`src/rtl/accu_serial_tx_if.sv`:
```
// -----------------------------------------------------------------------------
// accu_serial_tx_if
//
// Bundles the CPU-facing write port and the serial-line side of the
// accumulator transmitter.
//
// Valid/ready contract for the write port: a word is transferred on a rising
// clk edge where ce=1, wr=1 and ready=1 (ready as registered before that
// edge). A wr seen with ce=1 and ready=0 moves no data and raises the
// sticky ovf flag. ready does not depend combinationally on wr.
//
// Signals
//   ce       clock enable. While low the transmitter is frozen.
//   data_in  signed accumulator word, sent as raw two's-complement bits.
//   cy_i     carry flag sent after the data bits.
//   wr       write strobe.
//   ready    holding buffer empty.
//   busy     a frame is on the line.
//   ovf      sticky overrun flag.
//   tx       serial line, idles high.
//
// Modports
//   master   the CPU / testbench side: drives ce, data_in, cy_i, wr.
//   slave    the transmitter side: drives ready, busy, ovf, tx.
// -----------------------------------------------------------------------------
`ifndef DATA_WIDTH
`define DATA_WIDTH 8
`endif

interface accu_serial_tx_if #(
  parameter int data_width = `DATA_WIDTH
) ();

  logic                         ce;
  logic signed [data_width-1:0] data_in;
  logic                         cy_i;
  logic                         wr;
  logic                         ready;
  logic                         busy;
  logic                         ovf;
  logic                         tx;

  modport master (
    output ce,
    output data_in,
    output cy_i,
    output wr,
    input  ready,
    input  busy,
    input  ovf,
    input  tx
  );

  modport slave (
    input  ce,
    input  data_in,
    input  cy_i,
    input  wr,
    output ready,
    output busy,
    output ovf,
    output tx
  );

endinterface

```
`src/rtl/accu_serial_tx.sv`:
```
// -----------------------------------------------------------------------------
// accu_serial_tx
//
// Serial output transmitter for the KMA_CPU. On a write strobe the
// accumulator word and its carry flag are captured into a one-entry holding
// buffer. The transmitter FSM moves the buffered word into a shifter and
// sends a frame on the single-wire tx line:
//
//   start(0), data[0] .. data[data_width-1], carry, parity, stop(1)
//
// Parity is the XOR of all data bits and the carry, so the ones count over
// data + carry + parity is even. Each bit lasts clk_div ce-active cycles.
// Because the buffer is separate from the shifter, the CPU can queue the
// next word while a frame is still going out, and frames follow each other
// without an idle bit.
//
// Parameters
//   data_width  width of the accumulator word.
//   clk_div     ce-active clock cycles per serial bit, minimum 2.
//
// Ports
//   clk        system clock, rising edge.
//   rst        asynchronous, active-high reset.
//   bus        accu_serial_tx_if.slave: ce, data_in, cy_i, wr in;
//              ready, busy, ovf, tx out.
//   state_dbg  current FSM state encoding, for observation only.
// -----------------------------------------------------------------------------
`ifndef DATA_WIDTH
`define DATA_WIDTH 8
`endif

module accu_serial_tx #(
  parameter int data_width = `DATA_WIDTH,
  parameter int clk_div    = 4
) (
  input  logic               clk,
  input  logic               rst,
  accu_serial_tx_if.slave    bus,
  output logic [2:0]         state_dbg
);

  // ---------------------------------------------------------------------------
  // Local sizes
  // ---------------------------------------------------------------------------
  // The start bit is driven straight onto tx at load time, so the shifter
  // only has to hold what follows it: data, carry, parity and stop.
  localparam int FW = data_width + 3;
  localparam int CW = (clk_div > 1) ? $clog2(clk_div) : 1;
  localparam int BW = $clog2(data_width + 1);

  localparam logic [CW-1:0] CYC_LAST = CW'(clk_div - 1);
  localparam logic [BW-1:0] BIT_LAST = BW'(data_width - 1);

  typedef enum logic [2:0] {
    IDLE   = 3'd0,
    START  = 3'd1,
    DATA   = 3'd2,
    CARRY  = 3'd3,
    PARITY = 3'd4,
    STOP   = 3'd5
  } state_t;

  // ---------------------------------------------------------------------------
  // State
  // ---------------------------------------------------------------------------
  state_t                state;
  state_t                state_next;

  logic                  hv;        // holding buffer valid
  logic [data_width:0]   hold_q;    // {carry, data} waiting to be sent
  logic [FW-1:0]         shift_q;   // remaining frame bits, next bit in [0]
  logic [CW-1:0]         cyc_cnt;   // cycles spent in the current bit
  logic [BW-1:0]         bit_cnt;   // data bit index while in DATA
  logic                  tx_q;
  logic                  ovf_q;

  // ---------------------------------------------------------------------------
  // Control decode
  // ---------------------------------------------------------------------------
  logic bit_end;
  logic load;
  logic accept;
  logic overrun;

  // The current bit has had its clk_div cycles once the counter reaches its
  // last value; the next ce-active edge moves to the following bit.
  assign bit_end = (state != IDLE) && (cyc_cnt == CYC_LAST);

  // A buffered word is moved into the shifter either from IDLE or on the
  // very edge the stop bit ends, which is what makes frames back-to-back.
  assign load = bus.ce && hv &&
                ((state == IDLE) || ((state == STOP) && bit_end));

  // Acceptance looks only at the registered hv, so a wr on the edge that
  // empties the buffer still counts as an overrun.
  assign accept  = bus.ce && bus.wr && !hv;
  assign overrun = bus.ce && bus.wr &&  hv;

  // ---------------------------------------------------------------------------
  // FSM: state register
  // ---------------------------------------------------------------------------
  always_ff @(posedge clk or posedge rst) begin
    if (rst) begin
      state <= IDLE;
    end else if (bus.ce) begin
      state <= state_next;
    end
  end

  // ---------------------------------------------------------------------------
  // FSM: next-state logic
  // ---------------------------------------------------------------------------
  always_comb begin
    state_next = state;
    unique case (state)
      IDLE: begin
        if (hv) state_next = START;
      end
      START: begin
        if (bit_end) state_next = DATA;
      end
      DATA: begin
        if (bit_end && (bit_cnt == BIT_LAST)) state_next = CARRY;
      end
      CARRY: begin
        if (bit_end) state_next = PARITY;
      end
      PARITY: begin
        if (bit_end) state_next = STOP;
      end
      STOP: begin
        if (bit_end) state_next = hv ? START : IDLE;
      end
      default: begin
        state_next = IDLE;
      end
    endcase
  end

  // ---------------------------------------------------------------------------
  // FSM: outputs
  // ---------------------------------------------------------------------------
  always_comb begin
    bus.busy  = (state != IDLE);
    bus.ready = !hv;
    bus.ovf   = ovf_q;
    bus.tx    = tx_q;
    state_dbg = state;
  end

  // ---------------------------------------------------------------------------
  // Holding buffer and overrun flag
  // ---------------------------------------------------------------------------
  always_ff @(posedge clk or posedge rst) begin
    if (rst) begin
      hv     <= 1'b0;
      hold_q <= '0;
      ovf_q  <= 1'b0;
    end else if (bus.ce) begin
      // load needs hv=1 and accept needs hv=0, so they never coincide.
      if (load) begin
        hv <= 1'b0;
      end else if (accept) begin
        hv     <= 1'b1;
        hold_q <= {bus.cy_i, bus.data_in};
      end
      if (overrun) begin
        ovf_q <= 1'b1;
      end
    end
  end

  // ---------------------------------------------------------------------------
  // Shifter, bit timing and line driver
  // ---------------------------------------------------------------------------
  always_ff @(posedge clk or posedge rst) begin
    if (rst) begin
      shift_q <= '1;
      cyc_cnt <= '0;
      bit_cnt <= '0;
      tx_q    <= 1'b1;
    end else if (bus.ce) begin
      if (load) begin
        // Parity is frozen here; later buffer writes cannot alter this frame.
        shift_q <= {1'b1, ^hold_q, hold_q};
        cyc_cnt <= '0;
        bit_cnt <= '0;
        tx_q    <= 1'b0;
      end else if (state != IDLE) begin
        if (bit_end) begin
          cyc_cnt <= '0;
          // Ones are shifted in so that the edge ending the stop bit with
          // nothing queued leaves the line high.
          tx_q    <= shift_q[0];
          shift_q <= {1'b1, shift_q[FW-1:1]};
          if (state == DATA) begin
            bit_cnt <= (bit_cnt == BIT_LAST) ? '0 : bit_cnt + BW'(1);
          end
        end else begin
          cyc_cnt <= cyc_cnt + CW'(1);
        end
      end else begin
        tx_q <= 1'b1;
      end
    end
  end

endmodule
```
`src/flat_wrapper.sv`:
```
// flat-port wrapper written by rule: the top's interface ports become plain ports
module accu_serial_tx_flat 
#(
  parameter int data_width = `DATA_WIDTH,
  parameter int clk_div    = 4
)
  (clk, rst, state_dbg, bus_ce, bus_data_in, bus_cy_i, bus_wr, bus_ready, bus_busy, bus_ovf, bus_tx);
  accu_serial_tx_if #(.data_width(data_width)) bus_i ();
  input  logic clk;
  input  logic rst;
  output logic [2:0] state_dbg;
  input wire logic [$bits(bus_i.ce)-1:0] bus_ce;
  input wire logic [$bits(bus_i.data_in)-1:0] bus_data_in;
  input wire logic [$bits(bus_i.cy_i)-1:0] bus_cy_i;
  input wire logic [$bits(bus_i.wr)-1:0] bus_wr;
  output wire logic [$bits(bus_i.ready)-1:0] bus_ready;
  output wire logic [$bits(bus_i.busy)-1:0] bus_busy;
  output wire logic [$bits(bus_i.ovf)-1:0] bus_ovf;
  output wire logic [$bits(bus_i.tx)-1:0] bus_tx;
  assign bus_i.ce = bus_ce;
  assign bus_i.data_in = bus_data_in;
  assign bus_i.cy_i = bus_cy_i;
  assign bus_i.wr = bus_wr;
  assign bus_ready = bus_i.ready;
  assign bus_busy = bus_i.busy;
  assign bus_ovf = bus_i.ovf;
  assign bus_tx = bus_i.tx;
  accu_serial_tx #(.data_width(data_width), .clk_div(clk_div)) u_core (.clk(clk), .rst(rst), .bus(bus_i), .state_dbg(state_dbg));
endmodule
```
`config.mk`:
```
export PLATFORM = sky130hd
export DESIGN_NAME = accu_serial_tx_flat
export DESIGN_NICKNAME = d
export VERILOG_FILES = /design/src/rtl/accu_serial_tx_if.sv /design/src/rtl/accu_serial_tx.sv /design/src/flat_wrapper.sv
export SDC_FILE = /design/constraint.sdc
export NUM_CORES = 1
export LEC_CHECK = 0
export BUFFER_PORTS_ARGS = -buffer_cell sky130_fd_sc_hd__buf_2
export CAP_MARGIN = 20
export CORE_UTILIZATION = 30
export CTS_CLUSTER_DIAMETER = 200
export DETAILED_ROUTE_END_ITERATION = 6
export MAX_ROUTING_LAYER = met4
export SYNTH_ARGS = -nofsm -noshare
export SYNTH_HDL_FRONTEND = slang
export SYNTH_SLANG_ARGS = --single-unit
```
`constraint.sdc`:
```
create_clock -name clk -period 3.2 [get_ports clk]
set_input_delay 0.32 -clock clk [delete_from_list [all_inputs] [get_ports clk]]
set_output_delay 0.32 -clock clk [all_outputs]
set_load 0.02 [all_outputs]
```
==> impl_metrics.json <==
{
  "cp.arrival_ps": 1560,
  "slew-limit-headroom": 0.5520,
  "seq_area_um2": 789.5,
  "die_y_um": 74.95,
  "antenna_left": 0,
  "post_cts_resized": 0,
  "io_pins": 20,
  "syn_area_per_cell_um2": 11.01,
  "clockBufferDepth": 2,
  "final_common_cell": "dfrtp_1",
  "drt_first_pass_iters": 4,
  "place_ws_ps": 1335,
  "numCtsBuffers": 5,
  "cpMaxStageDelayCell": "dfrtp_1",
  "cts_hold_buf": 0,
  "synth-async-reset-ratio": 1.000,
  "track_usage": 0.1230,
  "antenna_found_initial": 0,
  "post_cts_buffers": 0,
  "top_usage_layer": "met2",
  "cts-root-buf": "clkbuf_8",
  "grt_pass1_wl_um": 4795,
  "p_per_area_nw_per_um2": 971.0,
  "multi_input_area_um2": 738.2,
  "synthesis.instances": 145,
  "ctsHtreeMaxLevel": 2,
  "cts_tree": "done",
  "layout_common_cells": "dfrtp_1, nand2_1, buf_2",
  "synthDistinctLibCells": 41,
  "leakagePower_nw": 0.7842,
  "min-delay-path-class": "input pin to async pin",
  "clock_latency_ps": 280,
  "drc_errors": 0,
  "layout_min_cycle_time_ps": 1881,
  "synth-seq-area-share": 0.4945,
  "grtUsageMet1": 0.1464,
  "slew_viol_final": 0,
  "yosysWarnings": 0,
  "fin_ws_ps": 1319,
  "diodes": 0,
  "post-dp-hpwl_um": 1974,
  "path_cells": "or3_2 > buf_2",
  "nNetsFinal": 183,
  "drive_gt1_frac": 0.3432,
  "grt_max_degree": 26,
  "setup_violations": 0,
  "place_area_um2": 1744,
  "period_share": 0.5878,
  "cts.sinks": 31,
  "power_mw": 1.803,
  "die_area_um2": 5618,
  "syn_area_um2": 1597,
  "cp-end-kind": "primary output",
  "worst_slew_pin_slew_ps": 671.9,
  "fin_tns_setup_ps": 0,
  "required_ps": 2880,
  "start_util": 0.3126,
  "fin_area_um2": 1857,
  "synthesis.nets": 160,
  "use_met2": 0.1832,
  "max_stage_delay_ps": 550,
  "synth_flop_cell": "dfrtp_1",
  "crit_buf_inv": 1,
  "crit_type": "register to primary output",
  "use_met3": 0.04418,
  "cp-start-kind": "register",
  "vias": 1118,
  "clk_pin_slew_worst_paths_ps": 70,
  "path_max_fanout": 17,
  "synth-seq-cells": 31,
  "hold_violations": 0,
  "outcome": "finished, final reports clean",
  "fin_skew_ps": 3.044,
  "max_cap_violations": 0,
  "coreArea_um2": 5107,
  "syn2layout_area_growth_pct": 16.30,
  "viasPerCell": 4.678,
  "place.gp.congestion": 0.7464,
  "die_x_um": 74.95,
  "rows": 26,
  "wl_um": 2870,
  "grt_overflow_total": 0,
  "drtIter0Drc": 35,
  "first_global_vias": 995,
  "port_buffers": 19,
  "cp_top_family": "flip-flops",
  "nFillCells": 534,
  "fmax_mhz": 531.6,
  "rsz0062_at_grt": "false",
  "synth_edf_count": 0,
  "wire_per_inst_um": 12.01,
  "peakVddDrop_mv": 0.4760
}
## registers in the layout, indices dropped and copies added (netlist names)
name and count:
u_core.state_dbg 3, u_core.hold_q 9, u_core.bus.tx 1, u_core.shift_q 10, u_core.bus.ovf 1, u_core.hv 1
u_core.cyc_cnt 2, u_core.bit_cnt 4
## Yosys cell counts, types with 4 or more instances
cell      n  share of area
xnor2_1   4          0.022
mux2i_1   9          0.056
mux2_2    9          0.063
a21oi_1   5          0.016
nand2_1  19          0.045
nand3_1   4          0.013
dfstp_2  11           0.18
xor2_1    4          0.022
dfrtp_1  20           0.31
o21ai_0  10          0.031
nor2_1    6          0.014
inv_1     5          0.012
## power by group
part	total [mW]	switching, mW	internal, mW
sequential	0.761	0.163	0.598
combinational	0.745	0.357	0.388
clock	0.297	0.145	0.152
total	1.80	0.665	1.14
## worst reg2reg max path, cell delays in order (launching register included)
cell and delay [ps]:
dfrtp_1 550, o31a_2 420, o21ai_2 560, nor2b_1 210, a21oi_1 50
## cells by family (layout without fill, tap and decap cells)
group | after synthesis | after routing | synth area share
DFF | 31 | 31 | 0.4945
buffers and inverters | 11 | 35 | 0.04310
and+or+nand+nor | 41 | 41 | 0.1254
xor gates and xnor gates | 9 | 9 | 0.05799
AOI/OAI and AO/OA | 33 | 33 | 0.1434
adders and majority gates | 2 | 2 | 0.01567
muxes | 18 | 18 | 0.1199
## layout make-up
cell class,count,area share
Sequential cell,31,0.4252
Multi-Input combinational cell,103,0.3976
Timing Repair Buffer,22,0.07412
Tap cell,70,0.04717
Clock buffer,6,0.03908
Inverter,5,0.01011
Clock inverter,2,0.006739
## worst paths after layout
| check | start | to | slack, ps | cells after the start |
|---|---|---|---|---|
| worst max-delay path | u_core.state_dbg[1]$_DFFE_PP0P_ | bus_busy | 1320 | 2 |
| worst min-delay path | rst | u_core.bus.ovf$_DFFE_PP0P_ | 20 | 2 |
| worst max register to register | u_core.state_dbg[1]$_DFFE_PP0P_ | u_core.shift_q[9]$_DFFE_PP1P_ | 1330 | 4 |
| worst min register to register | u_core.bus.ovf$_DFFE_PP0P_ | u_core.bus.ovf$_DFFE_PP0P_ | 460 | 1 |
| max in group asynchronous | rst | u_core.shift_q[9]$_DFFE_PP1P_ | 2520 | 4 |
| min in group clk | bus_data_in[4] | u_core.hold_q[4]$_DFFE_PP0P_ | 260 | 2 |
## routing by layer
metal,share of wire,vias to the layer above
met2,0.48,14
met3,0.033,6
met1,0.46,540
met5,0,-
li1,-,558
met4,0.022,0
## through the flow
step                      hold slack, ps  cells    util
after floorplan                    415.4    145       -
after global placement             447.4    230  0.3415
after detailed placement           453.1    230  0.3415
after CTS                          248.7    238  0.3582
after global routing               64.40    239  0.3635
final                              24.56    239  0.3635
(Power assumes the default switching activity.)
